--- config.mk ---
export PLATFORM = sky130hd
export DESIGN_NAME = frs_message_queue
export DESIGN_NICKNAME = d
export VERILOG_FILES = /design/src/rtl/frs_message_queue.sv
export SDC_FILE = /design/constraint.sdc
export NUM_CORES = 1
export LEC_CHECK = 0
export CAP_MARGIN = 20
export CORE_UTILIZATION = 55
export DETAILED_ROUTE_END_ITERATION = 16
export PLACE_DENSITY = 0.79
export REMOVE_ABC_BUFFERS = 1
export SLEW_MARGIN = 30
export SYNTH_ARGS = -nofsm -noshare
export SYNTH_HDL_FRONTEND = slang
export SYNTH_SLANG_ARGS = --single-unit
--- constraint.sdc ---
create_clock -name clk -period 4.2 [get_ports clk]
set_clock_uncertainty 0.1 [all_clocks]
set_input_delay 0.42 -clock clk [delete_from_list [all_inputs] [get_ports clk]]
set_output_delay 0.42 -clock clk [all_outputs]
set_load 0.1 [all_outputs]
--- src/rtl/frs_message_queue.sv ---
// FRS message queue: capability, status/control and queue-head registers over a
// FIFO of decoded FRS messages, with RW1C status and a one-cycle interrupt pulse.
module frs_message_queue #(
  parameter int QUEUE_DEPTH = 8,
  parameter int FUNC_ID_W   = 16,
  parameter int REASON_W    = 3,
  localparam int CNT_W      = $clog2(QUEUE_DEPTH+1)
) (
  input  logic                 clk,
  input  logic                 rst,
  input  logic                 msg_valid,
  input  logic [FUNC_ID_W-1:0] msg_func_id,
  input  logic [REASON_W-1:0]  msg_reason,
  input  logic [1:0]           reg_addr,
  input  logic                 reg_wr,
  input  logic [31:0]          reg_wdata,
  input  logic                 reg_rd,
  output logic [31:0]          reg_rdata,
  output logic [CNT_W-1:0]     queue_count,
  output logic                 queue_empty,
  output logic                 frs_irq
);
  localparam int PTR_W = (QUEUE_DEPTH > 1) ? $clog2(QUEUE_DEPTH) : 1;

  typedef struct packed {
    logic [REASON_W-1:0]  reason;
    logic [FUNC_ID_W-1:0] func_id;
  } entry_t;

  entry_t             mem [QUEUE_DEPTH];
  logic [PTR_W-1:0]   rd_ptr, wr_ptr;
  logic [CNT_W-1:0]   count_q;
  logic               msg_rcv_q, ovf_q, int_en_q, pend_q;
  logic               wr_ctl, pop, push, drop, pend;
  logic [31:0]        head_word, rdata_d;
  logic               unused_wdata;

  assign unused_wdata = ^{reg_wdata[31:17], reg_wdata[15:2]};

  // Depth need not be a power of two, so wrap explicitly.
  function automatic logic [PTR_W-1:0] next_ptr(input logic [PTR_W-1:0] p);
    return (p == PTR_W'(QUEUE_DEPTH-1)) ? '0 : p + PTR_W'(1);
  endfunction

  always_comb begin
    wr_ctl = reg_wr && (reg_addr == 2'd1);
    pop    = reg_wr && (reg_addr == 2'd2) && (count_q != '0);
    push   = msg_valid && ((count_q < CNT_W'(QUEUE_DEPTH)) || pop);
    drop   = msg_valid && !push;
    pend   = int_en_q & (msg_rcv_q | ovf_q);
    head_word = '0;
    if (count_q != '0) begin
      head_word[FUNC_ID_W-1:0] = mem[rd_ptr].func_id;
      head_word[16 +: REASON_W] = mem[rd_ptr].reason;
    end
    case (reg_addr)
      2'd0:    rdata_d = {20'b0, 12'(QUEUE_DEPTH-1)};
      2'd1:    rdata_d = {15'b0, int_en_q, 14'b0, ovf_q, msg_rcv_q};
      2'd2:    rdata_d = head_word;
      default: rdata_d = '0;
    endcase
  end

  // Storage is not reset; pointers and count define validity.
  always_ff @(posedge clk) begin
    if (push) mem[wr_ptr] <= '{reason: msg_reason, func_id: msg_func_id};
  end

  always_ff @(posedge clk or posedge rst) begin
    if (rst) begin
      rd_ptr    <= '0;
      wr_ptr    <= '0;
      count_q   <= '0;
      msg_rcv_q <= 1'b0;
      ovf_q     <= 1'b0;
      int_en_q  <= 1'b0;
      pend_q    <= 1'b0;
      frs_irq   <= 1'b0;
      reg_rdata <= '0;
    end else begin
      if (push) wr_ptr <= next_ptr(wr_ptr);
      if (pop)  rd_ptr <= next_ptr(rd_ptr);
      count_q <= count_q + CNT_W'(push) - CNT_W'(pop);
      // Hardware set takes priority over a same-cycle W1C.
      msg_rcv_q <= (msg_rcv_q & ~(wr_ctl & reg_wdata[0])) | push;
      ovf_q     <= (ovf_q & ~(wr_ctl & reg_wdata[1])) | drop;
      if (wr_ctl) int_en_q <= reg_wdata[16];
      pend_q  <= pend;
      frs_irq <= pend & ~pend_q;
      if (reg_rd) reg_rdata <= rdata_d;
    end
  end

  assign queue_count = count_q;
  assign queue_empty = (count_q == '0);

endmodule

==> impl_metrics.csv <==
group,metric,value,unit
pwr,powerDensity,690,mW/mm^2
logic_synthesis,synth_mux_area_share,11.0,%
routing,detail-route-antenna-nets,0,
die,die_h,119,um
layout,utilization,66.1,%
sta,fmax,0.319,GHz
logic_synthesis,synth_top_area_cell,"edfxtp_1",
layout,drive_above_1_share,12.0,%
routing,drt_first_pass_iters,5,
logic_synthesis,synth_common_cells,"152 x edfxtp_1, 76 x mux2i_1, 35 x a22oi_1, 34 x dfrtp_1, 29 x nand2_1",
clock_tree,cts_num_sinks,186,
place,place_congestion,0.815,
layout,diodes,0,
global_route,grt_max_degree,41,
sta,finalCriticalPeriod,3.13,ns
routing,top_layer,"met4",
critical_path,path_buf_inv,2,
logic_synthesis,yosys_warnings,0,
routing,vias,4104,
logic_synthesis,ys.flop_type,"edfxtp_1",
global_route,track_usage,21.9,%
critical_path,crit_chain,"inv_1 -> ha_1 -> nor3b_4 -> clkdlybuf4s50_1",
clock_tree,cts_tree,"yes",
critical_path,crit_arrival,2.61,ns
global_route,grt_pass1_vias,4182,
critical_path,rr_worst_depth,7,
critical_path,critPathMaxStageDelay,1.20,ns
sta,slew_headroom,34.8,%
place,io_buffers,53,
clock_tree,clock_path_buffers,2,
critical_path,crit_cells,4,
critical_path,crit_required,3.68,ns
critical_path,path_delay_family,"buffers and inverters",
clock_tree,cts_resized,0,
clock_tree,cts_root_buf,"clkbuf_16",
routing,wl,14.2,mm
clock_tree,cts_setup_buffers,0,
layout,filler_cell_count,929,
logic_synthesis,synth-async-reset-ratio,18.3,%
logic_synthesis,synth-seq-area-share,72.1,%
critical_path,end_kind,"output pin",
die,initial_core_util,56.5,%
die,fp-row-count,42,
place,placed_area,0.00824,mm^2
die,die_w,119,um
min_path,hp-class,"input port to asynchronous set/reset pin",
sta,setup_violations,0,
sta,hold_viol,0,
routing,wl_met1,5.83,mm
logic_synthesis,syn_area,0.00751,mm^2
routing,wire_per_inst,19.6,um
logic_synthesis,synth_area_leaders,"edfxtp_1 61%, dfrtp_1 11%, mux2i_1 10%, a22oi_1 3.5%, buf_4 2.0%",
logic_synthesis,synth_compound_area_share,6.02,%
logic_synthesis,synth.distinct_cells,37,
sta,fin_setup_tns,0,ns
sta,worst_pin_slew,0.974,ns
critical_path,path_class,"flop to output pin",
pwr,peakVddDrop,0.366,mV
logic_synthesis,avgSynthCellArea,15.9,um^2
logic_synthesis,synth_seq_cells,186,
logic_synthesis,synth-edff-count,152,
routing,wl_met3,943,um
sta,maxSlewViolCount,0,
global_route,grt_overflow,0,
layout,final_area,0.00879,mm^2
sta,rsz0062_at_grt,"false",
critical_path,cp_max_fo,4,
clock_tree,clkLatencyLatePin,0.43,ns
logic_synthesis,yosysMostFrequentCell,"edfxtp_1",
logic_synthesis,synthCells,471,
logic_synthesis,synth_xor_area_share,0.233,%
logic_synthesis,synth_top_family_by_area,"multiplexers",
status,status,"finished clean",
die,ios,96,
global_route,grt_pass1_wl,22.4,mm
clock_tree,holdBufCountCts,0,
clock_tree,cts-buffers-inserted,17,
routing,route.detailed.drc,0,
routing,drtIter0Drc,235,
clock_tree,htree_levels,4,
critical_path,critical_path.startpoint_type,"flop",
logic_synthesis,synth-simple-area-share,4.47,%
routing,viasPerCell,5.67,
logic_synthesis,synth_adder_area_share,1.77,%
pwr,leakagePower,3.27,nW
clock_tree,clk_pin_slew_worst_paths,0.07,ns
logic_synthesis,synth.top_cell.area_share,60.8,%
global_route,antenna_found_initial,1,
job,maxCapViolations,0,
die,coreArea,0.0133,mm^2
routing,wl_met2,7.25,mm
sta,finalCritPeriodShare,74.6,%
layout,final_nets,603,
pwr,power,6.07,mW
place,hpwl,8.75,mm
layout,area_growth,17.1,%
die,dieArea,0.0141,mm^2
critical_path,slowest_stage,"clkdlybuf4s50_1",
[per-layer routing]
metal,vias up,global-route usage (%)
met3,15,6.03
met5,-,0
met1,2061,27.6
met2,144,36.4
li1,1884,-
met4,0,8.07
[report_power, final]
group,switching (mW),internal (mW)
clock network,0.651,0.831
logic,1.35,0.710
registers,0.247,2.28
[registers in the layout, indices dropped and copies added (netlist names)]
register and flops:
ovf_q 1, wr_ptr 3, int_en_q 1, reg_rdata 19, queue_count 4, frs_irq 1
rd_ptr 3, mem 152, msg_rcv_q 1, pend_q 1
[stage by stage]
step                setup WS [ns]  hold slack [ns]  instances
floorplan                   0.253            0.278        449
global placement             1.26            0.285        691
detailed placement           1.20            0.297        692
CTS                          1.01            0.305        724
global route                0.981            0.271        724
finish                       1.07            0.243        724
[worst reg2reg max path, cell delays in order (launching register included)]
cell	delay, ns
dfrtp_1	0.42
inv_1	0.06
ha_1	0.18
nor3b_4	0.18
o31ai_4	0.33
nand2b_1	0.22
nor2_2	0.60
buf_4	0.33
[cells by family after synthesis]
group | after synthesis
DFF | 186
muxes | 82
and+or+nand+nor | 67
AOI/OAI and AO/OA | 64
buffers and inverters | 59
adders and majority gates | 10
xor gates and xnor gates | 2
other | 1
[final timing paths]
path | slack, ns | endpoint | from
min in group clk | 0.30 | frs_irq$_DFF_PP0_ | pend_q$_DFF_PP0_
min reg2reg | 0.30 | frs_irq$_DFF_PP0_ | pend_q$_DFF_PP0_
max | 1.07 | queue_empty | queue_count[3]$_DFF_PP0_
min | 0.24 | rd_ptr[1]$_DFFE_PP0P_ | rst
max in group asynchronous | 3.12 | wr_ptr[2]$_DFFE_PP0P_ | rst
max reg2reg | 1.47 | mem[5][2]$_DFFE_PP_ | queue_count[3]$_DFF_PP0_
[layout make-up]
class | instances | area, um^2 | area share, %
sequential | 186 | 5420 | 61.7
multi-input combinational | 238 | 1850 | 21.1
timing repair buffer | 67 | 656 | 7.46
clock buffer | 21 | 450 | 5.12
tap | 176 | 220 | 2.51
clock inverter | 11 | 96.3 | 1.10
inverter | 25 | 93.8 | 1.07
[cells in the final DEF (no fill, tap or decap), drive strengths merged]
| cell | netlist | routed |
|---|---|---|
| edfxtp | 152 | 152 |
| mux2i | 76 | 76 |
| clkdlybuf4s50 | 0 | 53 |
| a22oi | 35 | 35 |
| dfrtp | 34 | 34 |
| nand2 | 30 | 30 |
| inv | 25 | 27 |
| clkbuf | 6 | 21 |
| o22ai | 15 | 15 |
| buf | 28 | 14 |
| conb | 1 | 13 |
| o21ai | 9 | 9 |
| ha | 9 | 9 |
| nand3 | 8 | 8 |
| nor2b | 8 | 8 |
| nor2 | 8 | 8 |
| mux2 | 6 | 6 |
| clkinv | 0 | 6 |
| nor3 | 5 | 5 |
| xor2 | 2 | 2 |
| nand4 | 2 | 2 |
| clkinvlp | 0 | 2 |
| nor3b | 2 | 2 |
| and2 | 1 | 1 |
| o221ai | 1 | 1 |
| o31ai | 1 | 1 |
| nand3b | 1 | 1 |
| a21o | 1 | 1 |
| a21oi | 1 | 1 |
| or3 | 1 | 1 |
| nand2b | 1 | 1 |
| o21a | 1 | 1 |
| fa | 1 | 1 |
| bufinv | 0 | 1 |
(Power assumes the default switching activity.)
